[src/rtl/seq_detector_param.sv]
// rtl/seq_detector_param.sv - parametrised serial pattern detector with match counter; optional macro SEQ_DET_CNT_SAT_EN selects a saturating counter
module seq_detector_param #(
    parameter int               PAT_W   = 4,
    parameter logic [PAT_W-1:0] PATTERN = 4'b1011,
    parameter int               CNT_W   = 8
) (
    input  logic             clk,
    input  logic             rst_n,
    input  logic             en,
    input  logic             id,
    input  logic             overlap,
    input  logic             pat_load,
    input  logic [PAT_W-1:0] pat_in,
    input  logic             clr_cnt,
    output logic             out,
    output logic [CNT_W-1:0] match_cnt,
    output logic             busy
);

    // fill must be able to hold the value PAT_W itself
    localparam int FW = $clog2(PAT_W + 1);

    logic [PAT_W-1:0] hist;
    logic [PAT_W-1:0] pattern;
    logic [FW-1:0]    fill;

    logic [PAT_W-1:0] nh;
    logic [FW-1:0]    nf;
    logic             hit;
    logic [CNT_W-1:0] cnt_inc;

    // next history/fill if this bit is accepted, and whether it completes a match
    always_comb begin
        nh  = {hist[PAT_W-2:0], id};
        nf  = (fill == FW'(PAT_W)) ? fill : fill + FW'(1);
        hit = (nf == FW'(PAT_W)) && (nh == pattern);
    end

    // counter value after one more match: saturating or wrapping
    always_comb begin
`ifdef SEQ_DET_CNT_SAT_EN
        cnt_inc = (match_cnt == {CNT_W{1'b1}}) ? match_cnt : match_cnt + CNT_W'(1);
`else
        cnt_inc = match_cnt + CNT_W'(1);
`endif
    end

    // pattern load beats bit acceptance; a match without overlap restarts history from empty
    always_ff @(posedge clk or negedge rst_n) begin
        if (!rst_n) begin
            hist      <= '0;
            fill      <= '0;
            pattern   <= PATTERN;
            out       <= 1'b0;
            match_cnt <= '0;
        end else begin
            if (pat_load) begin
                pattern <= pat_in;
                hist    <= '0;
                fill    <= '0;
                out     <= 1'b0;
            end else if (en) begin
                out <= hit;
                if (hit && !overlap) begin
                    hist <= '0;
                    fill <= '0;
                end else begin
                    hist <= nh;
                    fill <= nf;
                end
            end else begin
                out <= 1'b0;
            end

            // clear wins over a same-cycle increment
            if (clr_cnt)
                match_cnt <= '0;
            else if (!pat_load && en && hit)
                match_cnt <= cnt_inc;
        end
    end

    assign busy = (fill != '0);

endmodule

[config.mk]
export PLATFORM = sky130hd
export DESIGN_NAME = seq_detector_param
export DESIGN_NICKNAME = d
export VERILOG_FILES = /design/src/rtl/seq_detector_param.sv
export SDC_FILE = /design/constraint.sdc
export NUM_CORES = 1
export LEC_CHECK = 0
export ABC_AREA = 1
export BUFFER_PORTS_ARGS = -buffer_cell sky130_fd_sc_hd__clkbuf_2
export CORE_MARGIN = 1.5
export CORE_UTILIZATION = 30
export CTS_CLUSTER_DIAMETER = 50
export DETAILED_ROUTE_END_ITERATION = 10
export HOLD_SLACK_MARGIN = 0.03
export SKIP_LAST_GASP = 1
export SYNTH_ARGS = -nofsm -noshare
export SYNTH_HDL_FRONTEND = slang
export SYNTH_SLANG_ARGS = --single-unit
[constraint.sdc]
create_clock -name clk -period 2.05 [get_ports clk]
set_input_delay 0.205 -clock clk [delete_from_list [all_inputs] [get_ports clk]]
set_output_delay 0.205 -clock clk [all_outputs]
set_load 0.01 [all_outputs]
==> impl_metrics.toml <==
[outcome]
status = "finished clean"

[global_routing]
grt_pass1_vias = 970
grt_overflow = 0
grt_pass1_wl_um = 4260
track_usage_pct = 12.8
grt_max_degree = 20
antenna_found_initial = 0

[drt]
via_per_inst = 4.34
dr_total_vias = 1029
firstDrtPassIters = 6
drt_iter0_markers = 45
drc = 0
ant_nets = 0
wl_um = 2370
wl_per_cell_um = 9.99

[timing]
rsz0062_at_grt = "false"
max_freq_ghz = 0.626
slew_viol_final = 0
setup_viol = 0
fin_crit_sh_pct = 77.9
clock_skew_ns = 0.00169
finalHoldViolCount = 0
fin_setup_tns_ns = 0
whs_ns = 0.141
max-slew-margin-rel_pct = 68.2
worstMarginPinSlew_ns = 0.476
fin_crit_ns = 1.60

[place]
place_congestion = 0.820
hpwlAfterDp_um = 1790
placed_cells = 232
postPlaceCellArea_sq_um = 1340
port_buffers = 20

[clock_network]
cts_root_buf = "clkbuf_8"
clk_latency_ns = 0.26
clock_sinks = 19
clk_transition_reported_paths_ns = 0.07
clockBufferDepth = 2
cts_resized = 0
cts-buffers-inserted = 3
cts_tree = "yes"
cts.htree.levels = 1

[worst_setup_path]
r2r.worst_path.cells = 10
r2r-end = "match_cnt[7]$_DFFE_PN0P_"
worst-path-max-fanout = 9
path_class = "reg -> reg"
cp-start-kind = "register"
crit_path_end = "match_cnt[7]$_DFFE_PN0P_"
reg2reg_from = "fill[0]$_DFFE_PN0P_"
cp-end-kind = "register"
arrival_ns = 1.74
worstSetupStartpoint = "fill[0]$_DFFE_PN0P_"
rrSetupSlack_ns = 0.45
crit_required_ns = 2.20

[final_layout]
layout_commonest_cell = "nand2_1"
layout_common_cells = "58 x nand2_1, 30 x inv_1, 20 x clkbuf_2"
fin_area_sq_um = 1400
multi_input_comb_area_sq_um = 577
n_antenna_cell = 0
n_fill_cell = 429
register_area_sq_um = 479
layout-drive-gt1-share_pct = 20.1
final_nets = 204
final_util_pct = 37.4
syn2layout_area_growth_pct = 17.2
finalNonFillerCells = 237

[synthesis]
yosys_register_bits = 19
postSynthAreaPerCell_sq_um = 7.19
synth_cell_types = 20
seq_area_frac_synth_pct = 40.1
yosys-top-cells-area = "dfrtp_1 34%, nand2_1 18%, inv_1 9.4%, dfstp_2 6.6%, nand3_1 5.9%"
synth-warning-count = 0
syn_nets = 180
syn-cell-area_sq_um = 1190
synthCells = 166
synth_top_area_share_pct = 33.5
synth_top_area_cell = "dfrtp_1"

[floorplanning]
dieArea_sq_um = 4370
die_width_um = 66.1
io_pins = 21
fp.coreArea_sq_um = 3740
chipHeight_um = 66.1
floorplan.rows = 22
initial_core_util_pct = 31.9

[worst_hold_path]
min_from = "pat_in[0]"
hp-class = "in -> reg"

[power_and_ir_drop]
p_per_area_nw_per_um2 = 557
ir_worst_vdd_mv = 0.220
power_leakage_nw = 0.819

[run]
maxCapViolCount = 0
## kinds of logic (layout without fill, tap and decap cells)
logic type	after synthesis	in the layout	share of synthesized area (%)
simple gates	100	100	40.3
buf+inv	35	58	11.5
flops	19	19	40.1
compound gates	6	6	2.73
fa+ha+maj	3	3	3.14
xor+xnor	3	3	2.20
## area by class of cell
class,count,share of cell area [%]
tap,48,4.29
clock buffer,4,3.22
inverter,32,8.59
multi-input combinational,112,41.2
timing repair buffer,22,8.41
sequential,19,34.3
## timing repair
item,4_1_cts,5_1_grt
buffers inserted,0,0
endpoints found under the hold margin,16,0
hold buffers,1,0
## worst min path at each step
stage | endpoint | slack [ns] | cells after the start
2_1_floorplan | fill[0]$_DFFE_PN0P_ | -0.09 | 0
3_3_place_gp | fill[0]$_DFFE_PN0P_ | 0.19 | 1
3_5_place_dp | pattern[2]$_DFFE_PN0P_ | 0.20 | 1
4_1_cts | pattern[0]$_DFFE_PN1P_ | 0.14 | 3
5_1_grt | pattern[1]$_DFFE_PN1P_ | 0.16 | 3
6_report | pattern[0]$_DFFE_PN1P_ | 0.14 | 3
## report_power, final
group,internal (mW),total [mW],switching (mW)
Sequential,0.392,0.402,0.00969
Combinational,0.0384,0.114,0.0755
Clock,0.138,0.263,0.125
## metrics by stage
| step | worst slack, ns | total power, mW |
|---|---|---|
| final | 0.453 | 0.779 |
| after global routing | 0.272 | 0.825 |
| after CTS | 0.444 | 0.793 |
| after detailed placement | 0.459 | 0.523 |
| after global placement | 0.506 | 0.522 |
| after floorplan | 0.627 | 0.488 |
## synthesized netlist by cell type (all sizes together)
master  instances
ha              3
dfrtp          16
nand4           8
o21ai           4
xor2            3
o22ai           2
nor2           13
inv            32
nand3          17
dfstp           3
nand2          62
buf             3
## critical path: stages, from the launching register on
cell,delay (ns)
dfrtp_1,0.38
inv_1,0.08
ha_1,0.25
nand2_2,0.11
nand2_1,0.08
nand2_2,0.11
nand2_1,0.07
nor2_2,0.13
nand3_4,0.14
nand3_1,0.09
nand2_1,0.06
## sequential cells by signal (all words and copies together), names as in the netlist
signal and flops:
hist 3, match_cnt 8, pattern 4, fill 3, out 1
## per-layer routing
| layer | global-route usage (%) | routed length, um | vias up |
|---|---|---|---|
| li1 | - | - | 557 |
| met1 | 16.1 | 1140 | 452 |
| met2 | 21.2 | 1120 | 15 |
| met3 | 1.53 | 48 | 5 |
| met4 | 6.89 | 61 | 0 |
| met5 | 0 | 0 | - |
Power figures use the tool's default switching activity.
